===== config.mk =====
export PLATFORM = sky130hd
export DESIGN_NAME = ysyx_22041207_mem_arbiter
export DESIGN_NICKNAME = d
export VERILOG_FILES = /design/src/rtl/ysyx_22041207_mem_arbiter.sv
export SDC_FILE = /design/constraint.sdc
export NUM_CORES = 1
export LEC_CHECK = 0
export ABC_AREA = 0
export ABC_CLOCK_PERIOD_IN_PS = 22400
export BUFFER_PORTS_ARGS = -buffer_cell sky130_fd_sc_hd__buf_2
export CAP_MARGIN = 40
export CORE_AREA = 4 4 197 199
export CTS_BUF_LIST = sky130_fd_sc_hd__clkbuf_8 sky130_fd_sc_hd__clkbuf_16
export DETAILED_ROUTE_END_ITERATION = 6
export DIE_AREA = 0 0 201 203
export MAX_ROUTING_LAYER = met4
export PLACE_DENSITY = 0.56
export SYNTH_ARGS = -nofsm -noshare
export SYNTH_HDL_FRONTEND = slang
export SYNTH_SLANG_ARGS = --single-unit

===== constraint.sdc =====
create_clock -name clk -period 22.4 [get_ports clk]
set_clock_uncertainty 0.1 [all_clocks]
set_input_delay 1.12 -clock clk [delete_from_list [all_inputs] [get_ports clk]]
set_output_delay 1.12 -clock clk [all_outputs]
set_load 0.02 [all_outputs]

===== src/rtl/ysyx_22041207_mem_arbiter.sv =====
// Arbitrates the single NPC memory port between IFU fetches and LSU loads/stores.
// One transaction is in flight at a time: IDLE -> ISSUE -> WAIT -> RESP, with an optional WAIT timeout.
module ysyx_22041207_mem_arbiter #(
   parameter int ADDR_W         = 64,
   parameter int DATA_W         = 64,
   parameter int TIMEOUT_CYCLES = 255
) (
   input  logic              clk,
   input  logic              rst,
   input  logic              ifu_req_valid,
   output logic              ifu_req_ready,
   input  logic [ADDR_W-1:0] ifu_addr,
   output logic              ifu_resp_valid,
   output logic [31:0]       ifu_rdata,
   output logic              ifu_err,
   input  logic              lsu_req_valid,
   output logic              lsu_req_ready,
   input  logic [ADDR_W-1:0] lsu_addr,
   input  logic              lsu_wen,
   input  logic [7:0]        lsu_wmask,
   input  logic [DATA_W-1:0] lsu_wdata,
   output logic              lsu_resp_valid,
   output logic [DATA_W-1:0] lsu_rdata,
   output logic              lsu_err,
   output logic              mem_req_valid,
   input  logic              mem_req_ready,
   output logic [ADDR_W-1:0] mem_addr,
   output logic              mem_wen,
   output logic [7:0]        mem_wmask,
   output logic [DATA_W-1:0] mem_wdata,
   input  logic              mem_resp_valid,
   input  logic [DATA_W-1:0] mem_rdata,
   output logic              busy
);

   localparam int CNT_W = (TIMEOUT_CYCLES < 1) ? 1 : $clog2(TIMEOUT_CYCLES + 1);
   localparam logic [CNT_W-1:0] CNT_LAST = CNT_W'((TIMEOUT_CYCLES < 1) ? 0 : TIMEOUT_CYCLES - 1);
   localparam logic TIMEOUT_EN = (TIMEOUT_CYCLES != 0);

   typedef enum logic [1:0] {IDLE, ISSUE, WAIT, RESP} state_t;

   state_t           state;
   logic             owner_lsu;
   logic             last_lsu;
   logic [CNT_W-1:0] cnt;
   logic             grant_ifu;
   logic             grant_lsu;
   logic             lsu_eff_wen;
   logic             timeout_now;

   function automatic logic [CNT_W-1:0] sat_inc(input logic [CNT_W-1:0] v);
      return (&v) ? v : v + CNT_W'(1);
   endfunction

   function automatic logic [31:0] fetch_word(input logic sel_hi, input logic [DATA_W-1:0] d);
      return sel_hi ? d[63:32] : d[31:0];
   endfunction

   // On a tie the requester that was not granted last time wins, so neither side starves.
   always_comb begin
      grant_lsu   = (state == IDLE) && lsu_req_valid && (!ifu_req_valid || !last_lsu);
      grant_ifu   = (state == IDLE) && ifu_req_valid && !grant_lsu;
      lsu_eff_wen = lsu_wen && (|lsu_wmask);
      timeout_now = TIMEOUT_EN && !mem_resp_valid && (cnt == CNT_LAST);
   end

   assign ifu_req_ready = grant_ifu;
   assign lsu_req_ready = grant_lsu;

   always_ff @(posedge clk or posedge rst) begin
      if (rst) begin
         state          <= IDLE;
         owner_lsu      <= 1'b0;
         last_lsu       <= 1'b0;
         cnt            <= '0;
         busy           <= 1'b0;
         mem_req_valid  <= 1'b0;
         mem_addr       <= '0;
         mem_wen        <= 1'b0;
         mem_wmask      <= '0;
         mem_wdata      <= '0;
         ifu_resp_valid <= 1'b0;
         ifu_rdata      <= '0;
         ifu_err        <= 1'b0;
         lsu_resp_valid <= 1'b0;
         lsu_rdata      <= '0;
         lsu_err        <= 1'b0;
      end else begin
         ifu_resp_valid <= 1'b0;
         ifu_rdata      <= '0;
         ifu_err        <= 1'b0;
         lsu_resp_valid <= 1'b0;
         lsu_rdata      <= '0;
         lsu_err        <= 1'b0;
         case (state)
            IDLE: begin
               if (grant_ifu || grant_lsu) begin
                  state         <= ISSUE;
                  busy          <= 1'b1;
                  mem_req_valid <= 1'b1;
                  owner_lsu     <= grant_lsu;
                  last_lsu      <= grant_lsu;
                  if (grant_lsu) begin
                     mem_addr  <= lsu_addr;
                     mem_wen   <= lsu_eff_wen;
                     mem_wmask <= lsu_eff_wen ? lsu_wmask : 8'h00;
                     mem_wdata <= lsu_wdata;
                  end else begin
                     mem_addr  <= ifu_addr;
                     mem_wen   <= 1'b0;
                     mem_wmask <= 8'h00;
                     mem_wdata <= '0;
                  end
               end
            end
            ISSUE: begin
               if (mem_req_ready) begin
                  mem_req_valid <= 1'b0;
                  cnt           <= '0;
                  state         <= WAIT;
               end
            end
            WAIT: begin
               cnt <= sat_inc(cnt);
               // A response landing on the timeout cycle still counts as a success.
               if (mem_resp_valid || timeout_now) begin
                  state <= RESP;
                  if (owner_lsu) begin
                     lsu_resp_valid <= 1'b1;
                     lsu_err        <= !mem_resp_valid;
                     lsu_rdata      <= (mem_resp_valid && !mem_wen) ? mem_rdata : '0;
                  end else begin
                     ifu_resp_valid <= 1'b1;
                     ifu_err        <= !mem_resp_valid;
                     ifu_rdata      <= mem_resp_valid ? fetch_word(mem_addr[2], mem_rdata) : 32'h0;
                  end
               end
            end
            RESP: begin
               state <= IDLE;
               busy  <= 1'b0;
            end
            default: state <= IDLE;
         endcase
      end
   end

endmodule


Word-level counts from Yosys, hierarchy flattened
Cells that the tools add are included.
- register bits after elaboration: 250
- bits in latches: 0
- bits in writable memories: 0
- memory bits (read-only): 0
- input port bits: 271
- output and inout bits: 241
- word-level logic and storage cells: 87
- memories kept: 0
- add/subtract/negate cells: 1
- multipliers: 0
- divide/modulo/power cells: 0
- magnitude comparators: 0
- equal/unequal tests: 8
- shift-type cells: 0
- multiplexer cells: 37
- bitwise gates (word level): 0
- reduce and logical (&&, ||, !) cells: 26
- operators with widths (cell ; count):
    $mux 64 ; 6
    $mux 32 ; 5
    $mux 8 ; 4
    $pmux 8 s2 ; 1
    $mux 1 ; 15
    $reduce_and 3->1 ; 3
    $add 8x1->8 const B ; 1
    $eq 8x8->1 const B ; 1
    $pmux 2 s4 ; 1
    $reduce_and 8->1 ; 1
    $reduce_or 8->1 ; 1
    $logic_and 1x1->1 ; 7
    $mux 2 ; 3
    $ne 2x2->1 const B ; 3
    $reduce_bool 2->1 ; 3
    $logic_not 1->1 ; 5
    $eq 2x2->1 const B ; 2
    $pmux 1 s2 ; 2
    $reduce_and 2->1 ; 2
    $logic_or 1x1->1 ; 3
    $eq 2x1->1 const B ; 1
    $logic_not 2->1 ; 1
    $ne 2x1->1 const B ; 1

Logic depth before layout (Yosys ltp)
Gate-level depths: netlist (run 1).
- depth after elaboration: 8
- mapped depth: 8
- mapped depth without buffers: 6

Worst setup path before layout (run 1)
Ideal clock, no wire load.
- kind: input-to-output
- start point: in lsu_req_valid
- end point: out ifu_req_ready
- arrival time: 1.906 ns
- required time: 21.180 ns
- slack: 19.274 ns
- cell stages on the path: 5
- path buffers: 2
- cell sequence: nand2_1 -> a21oi_2 -> buf_4 -> buf_2 -> nor2_1
- cells in the longest elaborated chain, start to end: 4
- RTL lines (what ; line ; source):
    start: declaration ; 16 ; input logic lsu_req_valid,
    $logic_and 1x1->1 (2 in series) ; 61 ; grant_lsu = (state == IDLE) && lsu_req_valid && (!ifu_req_valid || !last_lsu);
    via lsu_req_ready ; 17 ; output logic lsu_req_ready,
    $logic_not 1->1 ; 62 ; grant_ifu = (state == IDLE) && ifu_req_valid && !grant_lsu;
    $logic_and 1x1->1 ; 62 ;
    end: declaration ; 11 ; output logic ifu_req_ready,
The timed path passes the listed nets, and every way through them passes these cells.

Worst setup path after layout (run 1)
- start point: reg state[1]
- end point: out ifu_req_ready
- cells in the longest elaborated chain, start to end: 5
- elaborated cells on any way between the ends: 6
- classes of those cells: 6 x reduce/logical
- RTL lines (what ; line ; source):
    start: declaration ; 42 ; state_t state;
    start signal: assignment ; 72 ; state <= IDLE;
    start signal: assignment ; 98 ; state <= ISSUE;
    start signal: assignment ; 120 ; state <= WAIT;
    $logic_not 2->1 * ; 61, 62 ;
    $logic_and 1x1->1 (2 in series) ; 61 ;
    $logic_not 1->1 ; 62 ;
    $logic_and 1x1->1 * ; 62 ;
Every way passes the cells marked *; elsewhere a longest branch is shown, timed or not.

==> key figures, run 1 <==
Status
  • Status: finished, final reports clean

Timing
  • Worst slew margin: 36.1%
  • Final-report hold violation count: 0
  • Worst Tran Pin Value: 0.959 ns
  • Setup_tns: 0 ns
  • Slew Viols, Final: 0
  • RSZ-0062 raised after global routing: no
  • Endpoints failing setup: 0
  • Min cycle time layout: 3.69 ns
  • Fin crit share: between 15 and 20%
  • Fmax: ~270 MHz

Clock tree
  • Clock Latency Late Sink: between 0.5 and 0.6 ns
  • Post-cts gate resize count: 0
  • Maximum root-to-sink buffer count: 3
  • Clock Sinks: 250
  • CTS clock-pin slew for the worst setup and hold paths: 0.06 ns
  • TritonCTS buffer count: 28
  • CTS H-Tree Depth: 1
  • Setup Fix Bufs, Post-CTS: 0
  • Root Driver: clkbuf_16
  • Hold_buf cts: 0
  • CTS tree: built

Yosys
  • Post-synthesis sequential area ratio: approximately 64%
  • Post-synthesis adder-cell area fraction: less than 1%
  • Post-synthesis async set-or-reset flop share: 100%
  • Synthesized area: just under 0.01 mm^2
  • Post-synthesis xor/xnor area fraction: less than 1%
  • Area leader, netlist: dfrtp_1
  • EDFF count, synth: 0
  • Cells taking the most area after synthesis: dfrtp_1 64%, mux2i_1 9.9%, a22o_1 5.8%
  • Post-Syn Instances: between 700 and 800
  • Synth top area share: around 64%
  • Primary FF master, synth: dfrtp_1
  • Count of cell types in the netlist: 39
  • Syn_area_per_cell: about 13 um^2
  • Post-synthesis mux area share: about a tenth
  • Post-synthesis compound-gate area fraction: ~12%
  • Yosys reg bits: 250
  • Syn nets: about 1100
  • Synth Warn #: 0
  • Simple-Gate Fraction of Synth Area: between 10% and 20%
  • Largest family of logic cells by synthesized area: compound AO/OA/AOI/OAI gates

Global routing
  • GRT Residual Overflow: 0
  • First-pass GRT wire length: 47.7 mm
  • Initial antenna violation count: 1
  • Largest net degree at the start of global routing: 141
  • Vias in the first global route: slightly above 8000
  • GRT Total Usage: around 15%

Cells and area
  • Area growth syn-to-layout: 41.1%
  • Design Area, Final: between 0.01 and 0.015 mm^2
  • Final nets: about 1600
  • Footprint of the multi-input gates: 0.00319 mm^2
  • Share of cells above drive strength 1: between 40% and 50%
  • Register Area: 0.00626 mm^2
  • Fill count: between 3000 and 4000

Power and ir drop
  • Pwr Density: around 140 mW/mm^2
  • Worst vdd ir: between 0.0001 and 0.00015 V
  • Leak: roughly 7.4 nW

Hold path
  • Hold path cells: 2
  • Hold WC Path Type: reg -> reg
  • Hold path startpoint: mem_addr[36]
  • WHS Endpoint: mem_addr[36]

Die
  • Core Area: around 0.037 mm^2
  • Starting Density: around a quarter
  • Die Wd: ~200 um
  • Row cnt: roughly 70
  • Die area: between 0.04 and 0.05 mm^2
  • Num ports: approximately 510
  • Die H: about 200 um

Placed design
  • # port buffers: between 500 and 600
  • Post-DP HPWL: around 23 mm
  • GPL Wtd Cong: between 0.8 and 0.9
  • Post-DP Area: 0.0128 mm^2

Worst setup path
  • CP arrival: approximately 2.5 ns
  • Reg2reg path depth: 6
  • WS Path Type: reg -> out
  • CP Max Fanout: 140
  • Element type at the critical path end: output port
  • Reg2Reg Launch Point: state[0]
  • Reg2reg setup slack: 19.67 ns
  • Worst Path Required: between 20 and 25 ns
  • Critical R2R Capture: mem_addr[45]
  • Nature of the critical path startpoint: register

Routing
  • Via density: between 4 and 5
  • DRC viols: 0
  • Wire per inst: between 15 and 20 um
  • Post-DRT Antenna Nets: 0
  • 1st-iter DRT viols: between 400 and 500
  • Final WL: ~32 mm
  • Via Count: between 7000 and 8000
  • DR pass1 iterations: 4

Run
  • Max cap viols: 0
-- logic make-up after synthesis --
family | Yosys count
buf+inv | 60
simple gates | 204
flops | 250
fa+ha+maj | 6
xor+xnor | 1
mux | 97
compound gates | 160
-- critical path, cell delays in order (launching register included) --
cell     delay [ns]
dfrtp_1        0.41
inv_1          0.09
ha_1           0.32
nand2_1        0.14
a21oi_4        0.15
buf_12         0.50
nor2_1         0.10
buf_2          0.19
-- how the worst max path moves through the flow --
stage,cells after the start,slack [ns],start,to
6_report,7,18.71,state[1],ifu_req_ready
5_1_grt,7,18.38,state[1],ifu_req_ready
4_1_cts,7,18.53,state[1],ifu_req_ready
3_5_place_dp,5,18.76,lsu_req_valid,lsu_req_ready
3_3_place_gp,4,18.65,rst,mem_addr[46]
2_1_floorplan,1,14.31,rst,busy
-- cell usage in the layout (no fill, tap or decap), types with 2 or more instances in the layout --
cell type | Yosys | final
nor2_1 | 39 | 39
buf_16 | 0 | 2
clkbuf_16 | 0 | 28
and2_1 | 64 | 64
nand2_1 | 77 | 77
o21ai_0 | 43 | 42
nor2b_1 | 2 | 2
dfrtp_1 | 250 | 249
buf_2 | 26 | 511
mux2i_1 | 96 | 96
or3_1 | 2 | 2
a21o_1 | 3 | 3
o211ai_1 | 4 | 4
clkbuf_8 | 0 | 8
a22o_1 | 64 | 64
a32o_1 | 9 | 9
buf_4 | 7 | 8
o21ai_1 | 30 | 30
nand3_1 | 6 | 6
bufinv_16 | 0 | 3
nor4_1 | 2 | 2
nand2b_1 | 2 | 2
nor3_1 | 4 | 4
ha_1 | 6 | 6
inv_1 | 7 | 14
-- through the flow --
step                setup slack [ns]  power [W]  cells  hold slack [ns]  util [%]
floorplan                      14.31    0.00114    778            0.383         -
global placement               18.65    0.00139   1719            0.359      34.2
detailed placement             18.76    0.00140   1721            0.365      34.3
CTS                            18.53    0.00189   1772            0.372      36.9
global route                   18.38    0.00197   1773            0.388      36.9
finish                         18.71    0.00186   1773            0.373      36.9
-- report_power, final --
group | internal [W] | switching (W)
registers | 0.000598 | 0.0000763
clock network | 0.000288 | 0.000185
logic | 0.000256 | 0.000456
-- metal layers --
| metal | part of all wire (%) | up-vias | GRT usage [%] |
|---|---|---|---|
| li1 | - | 3708 | - |
| met2 | 49 | 282 | 24.7 |
| met3 | 6.2 | 56 | 3.16 |
| met5 | 0 | - | - |
| met1 | 42 | 3754 | 19.0 |
| met4 | 2.6 | 0 | 4.42 |
-- state kept, by name (all words and copies together) (netlist names) --
| signal | count |
|---|---|
| ifu_resp_valid | 1 |
| ifu_rdata | 32 |
| cnt | 8 |
| mem_wmask | 8 |
| mem_wen | 1 |
| busy | 1 |
| lsu_rdata | 64 |
| last_lsu | 1 |
| lsu_err | 1 |
| ifu_err | 1 |
| mem_req_valid | 1 |
| lsu_resp_valid | 1 |
| state | 2 |
| mem_wdata | 64 |
| mem_addr | 64 |
-- final cells by class --
| cell class | instances | share of cell area, % |
|---|---|---|
| Timing Repair Buffer | 522 | 19.6 |
| Multi-Input combinational cell | 468 | 23.2 |
| Inverter | 7 | 0.246 |
| Tap cell | 474 | 4.32 |
| Clock buffer | 36 | 5.90 |
| Sequential cell | 250 | 45.5 |
| Clock inverter | 15 | 1.15 |
| Antenna cell | 1 | 0.0182 |
-- cell usage after synthesis (3+ instances only) --
master,number
a21o_1,3
a22o_1,64
a32o_1,9
and2_1,64
buf_2,26
buf_4,7
buf_6,3
clkbuf_1,16
dfrtp_1,250
ha_1,6
inv_1,7
mux2i_1,96
nand2_1,77
nand3_1,6
nor2_1,39
nor3_1,4
o211ai_1,4
o21ai_0,43
o21ai_1,30
(Power assumes the default switching activity.)
==> run 2: changes to the inputs <==
--- a/config.mk
+++ b/config.mk
@@ -6,7 +6,7 @@
 export NUM_CORES = 1
 export LEC_CHECK = 0
 export ABC_AREA = 0
-export ABC_CLOCK_PERIOD_IN_PS = 22400
+export ABC_CLOCK_PERIOD_IN_PS = 3300
 export BUFFER_PORTS_ARGS = -buffer_cell sky130_fd_sc_hd__buf_2
 export CAP_MARGIN = 40
 export CORE_AREA = 4 4 197 199
@@ -14,7 +14,7 @@
 export DETAILED_ROUTE_END_ITERATION = 6
 export DIE_AREA = 0 0 201 203
 export MAX_ROUTING_LAYER = met4
-export PLACE_DENSITY = 0.56
+export PLACE_DENSITY = 0.58
 export SYNTH_ARGS = -nofsm -noshare
 export SYNTH_HDL_FRONTEND = slang
 export SYNTH_SLANG_ARGS = --single-unit
==> constraint.sdc (replaced) <==
create_clock -name clk -period 3.3 [get_ports clk]
set_clock_uncertainty 0.1 [all_clocks]
set_input_delay 0.165 -clock clk [delete_from_list [all_inputs] [get_ports clk]]
set_output_delay 0.165 -clock clk [all_outputs]
set_load 0.02 [all_outputs]
==> run 2 against run 1 <==
Effect of this change: clock power rose to 6.7 times the previous value; non-clock buffer count rose by 290; via count rose by 19%; clock-buffer cell count fell by 3; sequential power grew to 6.9 times the previous value; register-to-register slack lost 19 ns; total power increased to 7.1 times the previous value; global-route usage grew 2.4 points; die area unchanged; final cell count grew 17%; worst hold slack worse by 0.29 ns; final area increased by 21%; critical endpoint is now mem_addr[20].
==> key figures, run 2 (same netlist as run 1, synthesis figures left out) <==
Routing
  • Final WL: between 30 and 40 mm
  • 1st-iter DRT viols: 440
  • Via density: ~4.5
  • Post-DRT Antenna Nets: 0
  • Wire per inst: approximately 18 um
  • DRC viols: 0
  • DR pass1 iterations: 5
  • Via Count: roughly 9300

Timing
  • Worst slew margin: between 50% and 60%
  • Fmax: 328 MHz
  • RSZ-0062 raised after global routing: no
  • Worst Tran Pin Value: between 0.6 and 0.7 ns
  • Fin Hold WS: 0.0851 ns
  • Slew Viols, Final: 0
  • Endpoints failing setup: 0
  • Fin crit share: between 90% and 100%
  • Final-report hold violation count: 0
  • Min cycle time layout: 3.05 ns

Power and ir drop
  • Worst vdd ir: slightly above 0.0004 V
  • Internal: 0.00809 W
  • Clk pwr share: between 20% and 30%
  • Logic pwr share: between 40% and 50%
  • Seq pwr share: between 30% and 40%
  • Pwr Density: 796 mW/mm^2
  • NetSw: around 0.0052 W
  • Switch share: a little under 40%
  • Leak: a little under 9 nW

Worst setup path
  • Reg2Reg Launch Point: state[1]
  • Worst Path Required: 3.61 ns
  • Critical path's largest stage delay: 0.60 ns
  • WP buf/inv: 3
  • Element type at the critical path end: register
  • Worst path cell trace: inv_1 > ha_1 > nand2_1 > a21oi_4 > buf_12 > mux2i_1 > dlygate4sd3_1 > o21ai_1
  • Max stage delay cell, worst path: dlygate4sd3_1
  • WS Path Type: reg -> reg
  • Nature of the critical path startpoint: register
  • CP arrival: approximately 3.4 ns
  • CP delay by family, top: buffers and inverters
  • Critical Path Start: state[1]
  • CP Max Fanout: 51

Global routing
  • Largest net degree at the start of global routing: ~120
  • Initial antenna violation count: 4
  • GRT Total Usage: approximately 18%
  • First-pass GRT wire length: between 50 and 60 mm
  • Vias in the first global route: between 10000 and 15000
  • GRT Residual Overflow: 0

Hold path
  • Hold WC Path Type: in -> async

Die
  • Row cnt: roughly 70
  • Die area: slightly above 0.04 mm^2
  • Die H: around 200 um
  • Core Area: ~0.037 mm^2
  • Starting Density: roughly a quarter
  • Die Wd: roughly 200 um
  • Num ports: 512

Cells and area
  • Most common cell after layout, fill and taps aside: buf_2
  • Most frequent cells in the layout: 511 x buf_2, 278 x dlygate4sd3_1, 249 x dfrtp_1
  • Share of cells above drive strength 1: a little under two fifths
  • Post-layout util: approximately 45%
  • Design Area, Final: approximately 0.017 mm^2
  • Final nets: between 1500 and 2000
  • Fill count: roughly 3400
  • Area growth syn-to-layout: 71.1%
  • Largest regs: lsu_rdata x64, mem_addr x64, mem_wdata x64

Clock tree
  • Root Driver: clkbuf_16
  • CTS tree: built
  • CTS H-Tree Depth: 1
  • Clock Sinks: 250
  • TritonCTS buffer count: 28
  • CTS clock-pin slew for the worst setup and hold paths: 0.06 ns
  • Clock Latency Late Sink: between 0.5 and 0.6 ns
  • Maximum root-to-sink buffer count: 3

Placed design
  • Post-DP Area: 0.0129 mm^2
  • GPL Wtd Cong: about 0.88
  • Post-DP HPWL: about 24 mm
  • # port buffers: around 510

Run
  • Max cap viols: 0

Status
  • Status: finished, final reports clean
## run 2: cell count changes in the layout (fill, tap and decap cells not counted), moves of 2 or more
cell / before / now
inv_6: 0 / 2
buf_4: 8 / 15
dlygate4sd3_1: 0 / 278
diode_2: 1 / 5
buf_12: 1 / 7
clkbuf_8: 8 / 5
clkinvlp_4: 1 / 5
## run 2: worst paths after layout
path | endpoint | slack (ns) | depth (start not counted)
max | mem_addr[20] | 0.25 | 8
min | lsu_rdata[24] | 0.09 | 3
max reg2reg | mem_addr[20] | 0.25 | 8
min reg2reg | mem_addr[44] | 0.37 | 2
max in group asynchronous | mem_addr[2] | 2.13 | 5
min in group clk | mem_addr[58] | 0.10 | 4
## run 2: timing repair
action	in CTS	in global routing
gates resized for setup	0	0
hold buffers	278	0
hold endpoints to repair	408	0
setup buffers	0	0
## run 2: worst reg2reg max path, cell delays in order, from the launching register on
cell and delay [ns]:
dfrtp_1 0.41, inv_1 0.09, ha_1 0.32, nand2_1 0.14
a21oi_4 0.50, buf_12 0.37, mux2i_1 0.29, dlygate4sd3_1 0.60
o21ai_1 0.08
## run 2: per-stage QoR
step	setup slack, ns	power (W)	TNS (ns)	instances
6_report	0.254	0.0133	0	2068
5_1_grt	0.0718	0.0140	0	2067
4_1_cts	0.319	0.0133	0	2063
3_5_place_dp	0.856	0.00964	0	1733
3_3_place_gp	0.942	0.00956	0	1731
2_1_floorplan	-0.253	0.00774	-63.17	778
## run 2: layout make-up
type / count / area (um^2) / area share, %
inverter: 7 / 30.0 / 0.180
clock inverter: 19 / 181 / 1.09
antenna: 5 / 12.5 / 0.0751
sequential: 250 / 6260 / 37.6
clock buffer: 33 / 769 / 4.62
timing repair buffer: 812 / 5620 / 33.7
multi-input combinational: 468 / 3190 / 19.2
tap: 474 / 593 / 3.56
## run 2: layer usage
layer	part of all wire (%)	vias to the layer above	track usage [%]
met2	50	396	29.4
met4	4.2	0	7.28
met3	5.9	100	3.35
li1	-	4290	-
met1	40	4497	20.8
met5	0	-	-
## run 2: power groups by stage
stage | Sequential [W] | Combinational [W] | Clock (W)
final | 0.00468 | 0.00543 | 0.00314
after global routing | 0.00480 | 0.00583 | 0.00336
after CTS | 0.00466 | 0.00542 | 0.00324
after detailed placement | 0.00470 | 0.00494 | 0
after global placement | 0.00475 | 0.00481 | 0
after floorplan | 0.00576 | 0.00198 | 0
